<file path="src/rtl/timing_trigger.sv">
// timing_trigger: multi-channel armed trigger for the timing-attack capture path.
// While en is high the block is armed; qualifying channel activity is timestamped
// relative to the arm point and reported as one registered event per cycle.
//
// Ports:
//   clk        rising-edge clock
//   rst_n      asynchronous active-low reset
//   en         arm level (high = armed session)
//   din        monitored channel inputs, synchronous to clk
//   mode       0 = level reporting, 1 = one-shot rising-edge reporting (sampled at arm)
//   holdoff    minimum timestamp for qualification (sampled at arm)
//   valid      one-cycle event strobe
//   ch_id      channel index of the current event
//   timestamp  counter value at which the event was sampled
//   hit_mask   level: all qualified channels; edge: one-hot of ch_id
//   overflow   sticky, counter saturated this session
//   done       edge mode: every channel fired and was reported
//
// state | meaning
// IDLE  | disarmed, waiting for en
// ARMED | session running, counter advancing, events reported
module timing_trigger #(
  parameter int CHANNELS = 4,
  parameter int CNT_W    = 16,
  parameter int ID_W     = (CHANNELS > 1) ? $clog2(CHANNELS) : 1
) (
  input  logic                clk,
  input  logic                rst_n,
  input  logic                en,
  input  logic [CHANNELS-1:0] din,
  input  logic                mode,
  input  logic [CNT_W-1:0]    holdoff,
  output logic                valid,
  output logic [ID_W-1:0]     ch_id,
  output logic [CNT_W-1:0]    timestamp,
  output logic [CHANNELS-1:0] hit_mask,
  output logic                overflow,
  output logic                done
);

  typedef enum logic {IDLE, ARMED} state_t;

  localparam logic [CNT_W-1:0] CNT_MAX = '1;

  state_t              state, state_nxt;
  logic [CNT_W-1:0]    cnt, cnt_nxt;
  logic [CNT_W-1:0]    holdoff_l, holdoff_l_nxt;
  logic                mode_l, mode_l_nxt;
  logic [CHANNELS-1:0] din_prev;
  logic [CHANNELS-1:0] fired, fired_nxt;
  logic [CHANNELS-1:0] pending, pending_nxt;
  logic [CNT_W-1:0]    ts_reg     [CHANNELS];
  logic [CNT_W-1:0]    ts_reg_nxt [CHANNELS];

  logic                valid_nxt;
  logic [ID_W-1:0]     ch_id_nxt;
  logic [CNT_W-1:0]    timestamp_nxt;
  logic [CHANNELS-1:0] hit_mask_nxt;
  logic                overflow_nxt;
  logic                done_nxt;

  logic                q;
  logic [CHANNELS-1:0] rise;
  logic [CHANNELS-1:0] hits;
  logic [CHANNELS-1:0] new_edges;
  logic [CHANNELS-1:0] avail;
  logic [ID_W-1:0]     sel_idx;

  function automatic logic [ID_W-1:0] lowest_idx(input logic [CHANNELS-1:0] v);
    logic [ID_W-1:0] idx;
    idx = '0;
    for (int i = CHANNELS - 1; i >= 0; i--) begin
      if (v[i]) idx = ID_W'(i);
    end
    return idx;
  endfunction

  always_comb begin
    state_nxt     = state;
    cnt_nxt       = cnt;
    holdoff_l_nxt = holdoff_l;
    mode_l_nxt    = mode_l;
    fired_nxt     = fired;
    pending_nxt   = pending;
    ts_reg_nxt    = ts_reg;
    valid_nxt     = 1'b0;
    ch_id_nxt     = ch_id;
    timestamp_nxt = timestamp;
    hit_mask_nxt  = hit_mask;
    overflow_nxt  = overflow;
    done_nxt      = done;

    // Qualification uses the counter value before this edge's increment.
    rise      = din & ~din_prev;
    q         = (cnt >= holdoff_l);
    hits      = q ? din : '0;
    new_edges = q ? (rise & ~fired) : '0;
    // Edges captured on this very edge may be reported immediately.
    avail     = pending | new_edges;
    sel_idx   = lowest_idx(mode_l ? avail : hits);

    case (state)
      IDLE: begin
        if (en) begin
          state_nxt     = ARMED;
          cnt_nxt       = '0;
          mode_l_nxt    = mode;
          holdoff_l_nxt = holdoff;
          fired_nxt     = '0;
          pending_nxt   = '0;
          overflow_nxt  = 1'b0;
          done_nxt      = 1'b0;
        end
      end
      ARMED: begin
        if (!en) begin
          // Leaving the session: nothing is sampled and pending events are dropped.
          state_nxt = IDLE;
        end else begin
          if (cnt != CNT_MAX) cnt_nxt = cnt + CNT_W'(1);
          if (cnt_nxt == CNT_MAX) overflow_nxt = 1'b1;

          if (!mode_l) begin
            if (|hits) begin
              valid_nxt     = 1'b1;
              ch_id_nxt     = sel_idx;
              timestamp_nxt = cnt;
              hit_mask_nxt  = hits;
            end
          end else begin
            for (int i = 0; i < CHANNELS; i++) begin
              if (new_edges[i]) ts_reg_nxt[i] = cnt;
            end
            fired_nxt   = fired | new_edges;
            pending_nxt = avail;
            if (|avail) begin
              valid_nxt            = 1'b1;
              ch_id_nxt            = sel_idx;
              timestamp_nxt        = ts_reg_nxt[sel_idx];
              hit_mask_nxt         = CHANNELS'(1) << sel_idx;
              pending_nxt[sel_idx] = 1'b0;
            end
            if ((&fired_nxt) && (pending_nxt == '0)) done_nxt = 1'b1;
          end
        end
      end
      default: state_nxt = IDLE;
    endcase
  end

  always_ff @(posedge clk or negedge rst_n) begin
    if (!rst_n) begin
      state     <= IDLE;
      cnt       <= '0;
      holdoff_l <= '0;
      mode_l    <= 1'b0;
      din_prev  <= '0;
      fired     <= '0;
      pending   <= '0;
      for (int i = 0; i < CHANNELS; i++) ts_reg[i] <= '0;
      valid     <= 1'b0;
      ch_id     <= '0;
      timestamp <= '0;
      hit_mask  <= '0;
      overflow  <= 1'b0;
      done      <= 1'b0;
    end else begin
      state     <= state_nxt;
      cnt       <= cnt_nxt;
      holdoff_l <= holdoff_l_nxt;
      mode_l    <= mode_l_nxt;
      din_prev  <= din;
      fired     <= fired_nxt;
      pending   <= pending_nxt;
      for (int i = 0; i < CHANNELS; i++) ts_reg[i] <= ts_reg_nxt[i];
      valid     <= valid_nxt;
      ch_id     <= ch_id_nxt;
      timestamp <= timestamp_nxt;
      hit_mask  <= hit_mask_nxt;
      overflow  <= overflow_nxt;
      done      <= done_nxt;
    end
  end

endmodule

</file>
<file path="config.mk">
export PLATFORM = sky130hd
export DESIGN_NAME = timing_trigger
export DESIGN_NICKNAME = d
export VERILOG_FILES = /design/src/rtl/timing_trigger.sv
export SDC_FILE = /design/constraint.sdc
export NUM_CORES = 1
export LEC_CHECK = 0
export CAP_MARGIN = 15
export CORE_UTILIZATION = 54
export CTS_CLUSTER_DIAMETER = 100
export DETAILED_ROUTE_END_ITERATION = 8
export PLACE_DENSITY = 0.8
export SLEW_MARGIN = 20
export SYNTH_ARGS = -nofsm -noshare
export SYNTH_HDL_FRONTEND = slang
export SYNTH_SLANG_ARGS = --single-unit
</file>
<file path="constraint.sdc">
create_clock -name clk -period 2.7 [get_ports clk]
set_input_delay 0.675 -clock clk [delete_from_list [all_inputs] [get_ports clk]]
set_output_delay 0.675 -clock clk [all_outputs]
set_load 0.005 [all_outputs]
</file>
After elaboration in Yosys (flattened, before gate mapping):

Cells that the tools add are included.

* register bits: 135
* logic and storage cells: 123

* mux-type cells: 68
* bitwise gates (word level): 10
* equal/unequal tests: 8
* magnitude comparators: 4
* add/sub/neg operators: 1
* reductions and logical operators: 14
* shift operators: 1

Operator list (number)
* $mux W16: 26
* $mux W4: 15
* $bmux W16 S2: 1
* $pmux W16 S2: 1
* $add A16 B1 Y16 const B: 1
* $eq A16 B16 Y1 const B: 1
* $ge A16 B16 Y1: 1
* $ne A16 B16 Y1 const B: 1
* $pmux W4 S2: 2
* $mux W2: 7
* $mux W1: 13
* $and A4 B4 Y4: 3
* $not A4 Y4: 3
* $reduce_and A4 Y1: 3
* $reduce_and A3 Y1: 3
* $ne A2 B1 Y1 const B: 4
* $or A4 B4 Y4: 2
* $reduce_or A4 Y1: 2
* $logic_not A4 Y1: 1
* $ne A2 B2 Y1 const B: 2
* $pmux W1 S2: 2
* $reduce_and A2 Y1: 2
* $shl A1 B2 Y4 const A: 1
* $ge A3 B3 Y1 const B: 1
* other kinds (7): 8

Depth between registers and ports, before layout:

* depth after elaboration: 26
* depth in mapped cells: 14
* mapped depth without buffers: 10

Worst setup path after synthesis:

Ideal clock, no wire load.

* path kind: register -> register
* start point: register cnt[0]
* end point: register timestamp[11]
* data arrival time: 2.778 ns
* library setup time: 0.137 ns
* data required time: 2.563 ns
* path buffers: 3
* period minus slack after synthesis: 2.915 ns
* cell stages (with the launch flop): 14
* setup slack: -0.215 ns
* path through: dfrtp_1 -> clkbuf_1 -> inv_1 -> ha_1 -> nand2b_1 -> a31oi_1 -> o221ai_2 -> a21o_4 -> buf_6 -> nand2_4 -> buf_2 -> mux2_2 -> a21oi_1 -> a311oi_2

* longest elaborated chain between the ends: 14
* elaborated cells between the ends (all ways): 36
* those cells by class: 1 x order compare; 1 x eq/ne; 28 x mux; 2 x bitwise; 4 x reduce/logical

RTL lines
* from (decl): RTL line 46 `logic [CNT_W-1:0] cnt, cnt_nxt;`
* from (signal assigned): RTL line 169 `cnt <= cnt_nxt;`
* $ge A16 B16 Y1 (*): RTL line 95 `q = (cnt >= holdoff_l);`
* $mux W4: RTL line 97 `new_edges = q ? (rise & ~fired) : '0;`
* $or A4 B4 Y4: RTL line 99 `avail = pending | new_edges;`
* $mux W4: RTL line 100 `sel_idx = lowest_idx(mode_l ? avail : hits);`
* $mux W2 (4 in series): RTL line 73 `if (v[i]) idx = ID_W'(i);`
* $not A2 Y3 (implied by the code): RTL line 139 `timestamp_nxt = ts_reg_nxt[sel_idx];`
* $bmux W16 S2: RTL line 139
* $mux W16 (implied by the code) (2 in series): RTL line 139
* $mux W16: RTL line 136 `if (|avail) begin`
* $mux W16: RTL line 123 `if (!mode_l) begin`
* to (signal assigned): RTL line 178 `timestamp <= timestamp_nxt;`
* to (decl): RTL line 35 `output logic [CNT_W-1:0] timestamp,`

Every way passes the cells marked *; elsewhere a longest branch is shown, timed or not. The select of a mux whose other input is x is not followed.
A chain may end at the register's enable or synchronous reset.

Final worst setup path:

* start point: register cnt[2]
* end point: register timestamp[1]

Same word-level chain as after synthesis.

==> impl_metrics.ini <==
[sta]
fmax_mhz = 328
fin_setup_tns_ps = -8180
fin_crit_sh_pct = 113
slew_viol_final = 0
slew_headroom_pct = 56.8
setup_ws_ps = -349
hold_viol = 0
finClkSkew_ps = 11.1
tightest_slew_ps = 648
post-route-min-period_ps = 3050
setup_violations = 74
rsz0062_at_grt = true

[route]
drt_iter0_markers = 1025
first_pass_iters = 8
wire_per_inst_um = 22.7
totalWireLength_um = 25100
drc = 0
vias = 7170
ant_nets = 0
avgViaCountPerCell = 6.48

[yosys]
yosys-top-cells-area = dfrtp_1 (44%), mux2_2 (9.6%), nand2_1 (6.1%)
ys_dominant_reg_cell = dfrtp_1
synth-async-reset-ratio_pct = 100
synth.avg_cell_area_sq_um = 9.67
yosys_warnings = 0
yosysTopAreaCell = dfrtp_1
ys_types = 73
synth-seq-cells = 135
yosysTopAreaCellShare_pct = 43.7
netlist_area_sq_um = 7720
synth_enable_flop_cells = 0
synth_fp_nets = 840
synth_cells = 799
synth-seq-area-share_pct = 43.7

[placement]
place_congestion = 0.924
place_area_sq_um = 9020
place_inst = 1059
numPortBuffers = 48
dp_hpwl_um = 15600

[cts]
clk_transition_reported_paths_ps = 60
cts_root_buffer = clkbuf_16
cts_buffers = 17
clockBufferDepth = 2
clk_latency_ps = 430
cts_num_sinks = 135
htreeDepth = 4
holdBufCountCts = 0
cts_tree = done

[cells_and_area]
drive_gt1_share_pct = 31.1
regArea_sq_um = 3380
post-route-util_pct = 73.0
fin_cells = 1107
final_area_sq_um = 10200
layout_commonest_cell = dfrtp_1
nFillCells = 936
synthToLayoutAreaGrowth_pct = 31.8
largest_reg_flops = 64
multi_input_area_sq_um = 4290
final_cell_mix = dfrtp_1 (135), nand2_1 (124), buf_4 (84)
fin_nets = 957
antennaDiodeCount = 0

[floorplanning]
die_w_um = 122
io-pin-count = 49
fp.dieArea_sq_um = 14800
core_sq_um = 13900
initial_utilization_pct = 55.4
rows = 43
die_h_um = 122

[grt]
first_global_vias = 7213
grt_usage_pct = 34.1
grt_pass1_wl_um = 38100
grt_remaining_overflow = 0
antenna_found_initial = 0
grt_max_degree = 66

[power]
p_int_mw = 3.99
pwr-share-comb_pct = 17.8
power.share.clock_pct = 40.9
power_switching_mw = 1.50
vdd_drop_max_uv = 316
seqPwrFrac_pct = 41.4
total_power_mw = 5.49
power.density_nw_per_um2 = 539
switching_share_pct = 27.3
p_leak_nw = 4.55

[worst_hold_path]
hold_class = input port to async pin

[worst_setup_path]
cp-start-kind = register
end_kind = register
reg2reg_to = timestamp[1]
critical_path.max_fanout = 10
reg2reg_from = cnt[2]
arrival_ps = 3340
worstSetupPathType = register to register
worst-r2r-cell-count = 12
crit_required_ps = 2990
r2r_setup_slack_ps = -350

[run_status]
violations = negative setup slack
status = finished, violations left

[job]
maxCapViolCount = 0
[what timing repair did]
item | CTS | global route
buffers inserted | 8 | 5
pin swaps | 10 | 17
endpoints found under the hold margin | 0 | 0
gates cloned | 1 | 4
endpoints found under the setup margin | 82 | 86
resized for setup | 26 | 41
[cell type report]
class | count | area share (%)
Clock inverter | 10 | 0.959
Timing Repair Buffer | 159 | 15.9
Multi-Input combinational cell | 578 | 42.2
Sequential cell | 135 | 33.2
Clock buffer | 20 | 4.59
Inverter | 25 | 0.922
Tap cell | 180 | 2.21
[through the flow]
step / hold WS, ps / worst slack [ps]
floorplan: 379 / -3.02
global placement: 464 / -254
detailed placement: 470 / -342
CTS: 263 / -201
global route: 281 / -395
finish: 241 / -349
[Yosys cell counts, drive strengths merged, types with 2 or more instances]
library cell and count:
nor3 7, a21o 21, nand3b 2, ha 17
nor4 15, clkbuf 38, and2 3, a22oi 3
a311oi 14, nand2b 7, o21ai 55, o41ai 5
mux2i 14, o211ai 4, or4 3, nor2 51
a22o 17, nand4 4, buf 24, inv 25
a21boi 2, mux2 66, a31oi 11, and3 7
or3 3, a211oi 2, a41oi 3, o21ba 2
nand3 19, a2111o 2, o31ai 8, a21oi 45
o221ai 3, dfrtp 135, o22ai 3, nand2 128
a2bb2oi 15
[kinds of logic after synthesis]
kind of cell               share of synthesized area (%)
AOI/OAI and AO/OA                                   21.1
xor gates and xnor gates                           0.227
adders and majority gates                           2.75
buffers and inverters                               5.38
DFF                                                 43.7
muxes                                               11.4
and+or+nand+nor                                     15.4
[per-layer routing]
layer | global-route usage [%] | vias up | routed length, um
met2 | 55.9 | 440 | 12100
li1 | - | 3123 | -
met4 | 17.7 | 0 | 1260
met3 | 6.27 | 122 | 2110
met5 | 0 | - | 0
met1 | 43.1 | 3485 | 9640
[power by group through the flow]
stage / registers, mW / logic (mW) / clock network [mW]
after floorplan: 2.28 / 0.388 / 0
after global placement: 2.29 / 0.846 / 0
after detailed placement: 2.29 / 0.873 / 0
after CTS: 2.26 / 0.910 / 2.25
after global routing: 2.28 / 1.06 / 2.34
final: 2.27 / 0.974 / 2.24
[critical path: stages (launching register included)]
cell	delay, ps
dfrtp_1	420
ha_4	270
a211o_1	340
a31oi_4	190
o221ai_4	180
a21o_4	280
buf_6	120
buf_4	190
nand2_4	120
buf_12	170
mux2i_2	320
a2bb2oi_2	170
a311oi_2	130
[worst max path at each step]
stage	from	endpoint	slack, ps	cells after the start
after floorplan	cnt[0]	timestamp[11]	-3	13
after global placement	din[2]	timestamp[9]	-250	9
after detailed placement	din[2]	timestamp[7]	-340	9
after CTS	holdoff_l[2]	timestamp[15]	-200	12
after global routing	holdoff_l[2]	timestamp[1]	-400	13
final	cnt[2]	timestamp[1]	-350	12
(Power assumes the default switching activity.)
